<file path="src/rtl/tff_counter_bank.sv">
// Bank of WIDTH toggle flops with per-bit toggle, binary up/down and Gray-up modes plus a registered wrap pulse.
// Optional sticky wrap flag (clr_wrap / wrap_flag) is built when TFF_STICKY_WRAP_EN is defined.
module tff_counter_bank #(
  parameter int          WIDTH     = 8,
  parameter logic [31:0] RESET_VAL = 32'd0
) (
  input  logic             clk,
  input  logic             rst,
`ifdef TFF_STICKY_WRAP_EN
  input  logic             clr_wrap,
  output logic             wrap_flag,
`endif
  input  logic             en,
  input  logic [1:0]       mode,
  input  logic [WIDTH-1:0] t,
  input  logic             load,
  input  logic [WIDTH-1:0] load_val,
  output logic [WIDTH-1:0] q,
  output logic             tc
);

  localparam logic [1:0] MODE_TOGGLE = 2'b00;
  localparam logic [1:0] MODE_UP     = 2'b01;
  localparam logic [1:0] MODE_DOWN   = 2'b10;
  localparam logic [1:0] MODE_GRAY   = 2'b11;

  localparam logic [WIDTH-1:0] RST_Q = RESET_VAL[WIDTH-1:0];

  logic [WIDTH-1:0] r_q;
  logic             r_tc;

  logic [WIDTH-1:0] w_gray_bin;
  logic [WIDTH-1:0] w_gray_inc;
  logic [WIDTH-1:0] w_gray_next;
  logic [WIDTH-1:0] w_q_next;
  logic             w_tc_next;

  // Gray-to-binary: each binary bit is the parity of the Gray bits at and above it.
  always_comb begin
    w_gray_bin = '0;
    for (int i = 0; i < WIDTH; i++) begin
      w_gray_bin[i] = ^(r_q >> i);
    end
  end

  assign w_gray_inc  = w_gray_bin + 1'b1;
  assign w_gray_next = w_gray_inc ^ (w_gray_inc >> 1);

  always_comb begin
    w_q_next  = r_q;
    w_tc_next = 1'b0;
    if (load) begin
      w_q_next = load_val;
    end else if (en) begin
      case (mode)
        MODE_TOGGLE: w_q_next = r_q ^ t;
        MODE_UP: begin
          w_q_next  = r_q + 1'b1;
          w_tc_next = &r_q;
        end
        MODE_DOWN: begin
          w_q_next  = r_q - 1'b1;
          w_tc_next = (r_q == '0);
        end
        MODE_GRAY: begin
          w_q_next  = w_gray_next;
          w_tc_next = &w_gray_bin;
        end
        default: w_q_next = r_q;
      endcase
    end
  end

  always_ff @(posedge clk or posedge rst) begin
    if (rst) begin
      r_q  <= RST_Q;
      r_tc <= 1'b0;
    end else begin
      r_q  <= w_q_next;
      r_tc <= w_tc_next;
    end
  end

  assign q  = r_q;
  assign tc = r_tc;

`ifdef TFF_STICKY_WRAP_EN
  logic r_wrap_flag;

  // Set takes priority so a wrap coinciding with a clear is never lost.
  always_ff @(posedge clk or posedge rst) begin
    if (rst) begin
      r_wrap_flag <= 1'b0;
    end else if (w_tc_next) begin
      r_wrap_flag <= 1'b1;
    end else if (clr_wrap) begin
      r_wrap_flag <= 1'b0;
    end
  end

  assign wrap_flag = r_wrap_flag;
`endif

endmodule

</file>
<file path="config.mk">
export PLATFORM = sky130hd
export DESIGN_NAME = tff_counter_bank
export DESIGN_NICKNAME = d
export VERILOG_FILES = /design/src/rtl/tff_counter_bank.sv
export SDC_FILE = /design/constraint.sdc
export NUM_CORES = 1
export LEC_CHECK = 0
export CORE_AREA = 4 4 66 68
export DETAILED_ROUTE_END_ITERATION = 12
export DIE_AREA = 0 0 70 72
export GPL_ROUTABILITY_DRIVEN = 0
export PLACE_DENSITY = 0.75
export SLEW_MARGIN = 20
export SYNTH_ARGS = -nofsm -noshare
export SYNTH_HDL_FRONTEND = slang
export SYNTH_SLANG_ARGS = --single-unit
</file>
<file path="constraint.sdc">
create_clock -name clk -period 3.6 [get_ports clk]
set_clock_uncertainty 0.2 [all_clocks]
set_input_delay 0.36 -clock clk [delete_from_list [all_inputs] [get_ports clk]]
set_output_delay 0.36 -clock clk [all_outputs]
set_load 0.1 [all_outputs]
</file>
==> flow_summary_export.csv <==
group,metric,value,unit
finish,n_fill_cell,351,
global_route,grt_pass1_wl,8680,um
route,wl,5434,um
finish,syn_to_final_growth,24.54,%
finish,stdcell_count,305,
worst_setup_path,startpoint_type,"register",
power,peakVddDrop,0.0006677,V
sta,setup_viol,0,
synth,synth.largest_area_cell,"ha_1",
finish,drive_above_1_share,11.76,%
synth,synth_edf_count,0,
sta,period_needed,3401,ps
sta,rsz0062_at_grt,"false",
synth,ys_seq_area_share,12.69,%
power,p_total,1947,uW
synth,synth_area_leaders,"ha_1, dfrtp_1, xnor2_1",
synth,synth_cell_types,55,
clocking,cts_buffers,3,
worst_setup_path,r2r_cells,12,
route,ant_nets,0,
worst_setup_path,worstSetupStartpoint,"q[6]",
sta,drv_slew,0,
worst_setup_path,critical_path.top_delay_family,"XOR/XNOR gates",
route,routedWlPerCell,17.82,um
worst_setup_path,crit_fanout,9,
global_route,grt-ovfl-total,0,
worst_setup_path,critPathBufInv,1,
global_route,grt_use_total,21.47,%
finish,final_cell_area,0.002210,sq mm
clocking,h-tree-depth,1,
clocking,postCtsHoldBufs,0,
clocking,clock_latency,250,ps
power,p_per_area,881.0,mW/mm^2
worst_setup_path,cp_data_arrival_time,3380,ps
synth,async_reset_ff_share,100.0,%
worst_setup_path,endpoint_kind,"register",
die,ios,31,
placed_design,hpwl,4044,um
route,drtIter0Drc,189,
finish,diodes,0,
synth,syn_inst,226,
global_route,grt_pass1_vias,1692,
route,drcViolationCount,0,
clocking,cts_tree,"yes",
worst_setup_path,r2r-end,"q[1]",
clocking,post_cts.repair.setup_buffers,0,
placed_design,dp_cells,301,
worst_setup_path,worstSetupPathType,"register to register",
clocking,clock_path_buffers,2,
die,initial_core_util,46.01,%
outcome,status,"completed",
power,p_leak,0.0009090,uW
synth,synth_most_common_cell,"a21oi_1",
synth,synth_top_area_share,13.40,%
route,via_per_inst,6.049,
worst_setup_path,cp_slowest_cell,"dfrtp_4",
finish,final_nets,297,
worst_setup_path,r2r-start,"q[6]",
sta,clock.fmax,294.0,MHz
clocking,clock_sinks,9,
worst_setup_path,cp.required,3580,ps
sta,slew_headroom,34.90,%
die,core_area,0.003856,sq mm
clocking,clk_pin_slew,60,ps
synth,syn_avg_cell_area,7.850,sq um
synth,ys_seq_elements,9,
worst_setup_path,path_cells,"inv_1 -> ha_1 -> xnor2_2 -> xnor2_1 -> xnor2_1 -> ha_1 -> xnor3_1 -> xnor2_1 -> a221oi_1 -> a31o_1 -> a221oi_1 -> a21o_1",
sta,timing.final.crit_share,94.47,%
synth,ys.flop_type,"dfrtp_1",
route,via_count,1845,
worst_setup_path,cp_common_cell,"xnor2_1",
die,rows,23,
clocking,cts_resized,0,
sta,setup_tns,0,ps
route,dr.pass1.iters,4,
sta,hold_viol,0,
die,dieArea,0.005040,sq mm
synth,syn_area,0.001774,sq mm
worst_setup_path,critPathMaxStageDelay,530,ps
synth,synth.net_count,267,
worst_hold_path,hp-class,"input port to async pin",
die,die_w,70,um
worst_setup_path,r2r_slack,200,ps
sta,whs,203.6,ps
placed_design,io_buffers,30,
job,maxCapViolations,0,
sta,worst_slew_pin_slew,973.5,ps
die,dieHeight,72,um
global_route,grt_max_degree,23,
global_route,antenna_found_initial,0,
synth,yosys-top-cells-count,"a21oi_1, ha_1, inv_1, xnor2_1, nand2_1",
placed_design,dpl_cell_area,0.002165,sq mm
clocking,cts-root-buf,"clkbuf_8",
synth,ys.warnings.count,0,
[layout make-up]
cell class              count  area [sq um]  share of cell area [%]
multi-input cells         188          1439                   65.12
well taps                  50         62.56                   2.831
clock buffers               4         45.04                   2.039
repair buffers             38         360.3                   16.31
inverters                  16         60.06                   2.718
flip-flops and latches      9         242.7                   10.99
[kinds of logic after synthesis]
group / Yosys count / synth area share (%)
AOI/OAI and AO/OA: 84 / 32.02
buffers and inverters: 29 / 6.629
and+or+nand+nor: 56 / 17.70
adders and majority gates: 19 / 13.40
DFF: 9 / 12.69
xor gates and xnor gates: 25 / 15.23
muxes: 4 / 2.327
[metrics by stage]
stage | worst slack [ps] | util (%)
3_5_place_dp | 260.3 | 56.13
3_3_place_gp | 308.3 | 56.13
6_report | 199.2 | 57.30
5_1_grt | 16.49 | 57.30
4_1_cts | 214.5 | 57.30
2_1_floorplan | 36.36 | -
[flip-flops by register name (all words and copies together), names as in the netlist]
register and cells:
tc 1, q 8
[per-layer routing]
metal / vias to the layer above / GRT usage [%] / routed length, um / share of wire, %
met1: 870 / 30.51 / 2552 / 47
met3: 9 / 4.155 / 456 / 8.4
met4: 0 / 7.021 / 86 / 1.6
li1: 895 / - / - / -
met5: - / 0 / 0 / 0
met2: 71 / 32.74 / 2339 / 43
[report_power, final]
group	internal, uW	switching, uW
registers	129	59.7
clock network	78.3	56.4
logic	708	915
[how the worst max path moves through the flow]
stage,endpoint,slack [ps],depth (start not counted)
after global routing,q[5],20,12
after detailed placement,q[1],260,12
after global placement,q[1],310,12
after CTS,q[1],210,12
final,q[1],200,12
after floorplan,q[1],40,13
[worst reg2reg max path: stages (launching register included)]
cell and delay [ps]:
dfrtp_4 530, inv_1 100, ha_1 270, xnor2_2 350
xnor2_1 230, xnor2_1 110, ha_1 290, xnor3_1 390
xnor2_1 150, a221oi_1 100, a31o_1 220, a221oi_1 280
a21o_1 110
[cell usage in the layout, fill, tap and decap left out, types with 3 or more instances in the layout]
cell / netlist / final
clkbuf_8: 0 / 3
a31oi_1: 5 / 5
a31o_1: 5 / 5
xnor2_2: 2 / 3
and3_1: 5 / 5
buf_4: 1 / 8
and2_1: 3 / 3
dfrtp_4: 0 / 3
ha_1: 19 / 19
nand2_1: 13 / 13
nand3_1: 3 / 3
a21o_1: 3 / 3
nand2b_1: 4 / 4
o21ai_1: 9 / 9
o21ai_0: 11 / 11
inv_1: 14 / 14
nor2_1: 11 / 11
mux2i_1: 3 / 3
dfrtp_2: 0 / 5
nor3_1: 6 / 6
a221oi_1: 6 / 6
xnor2_1: 14 / 13
xor2_1: 6 / 6
a21oi_1: 24 / 24
clkdlybuf4s50_1: 0 / 30
Power figures use the tool's default switching activity.
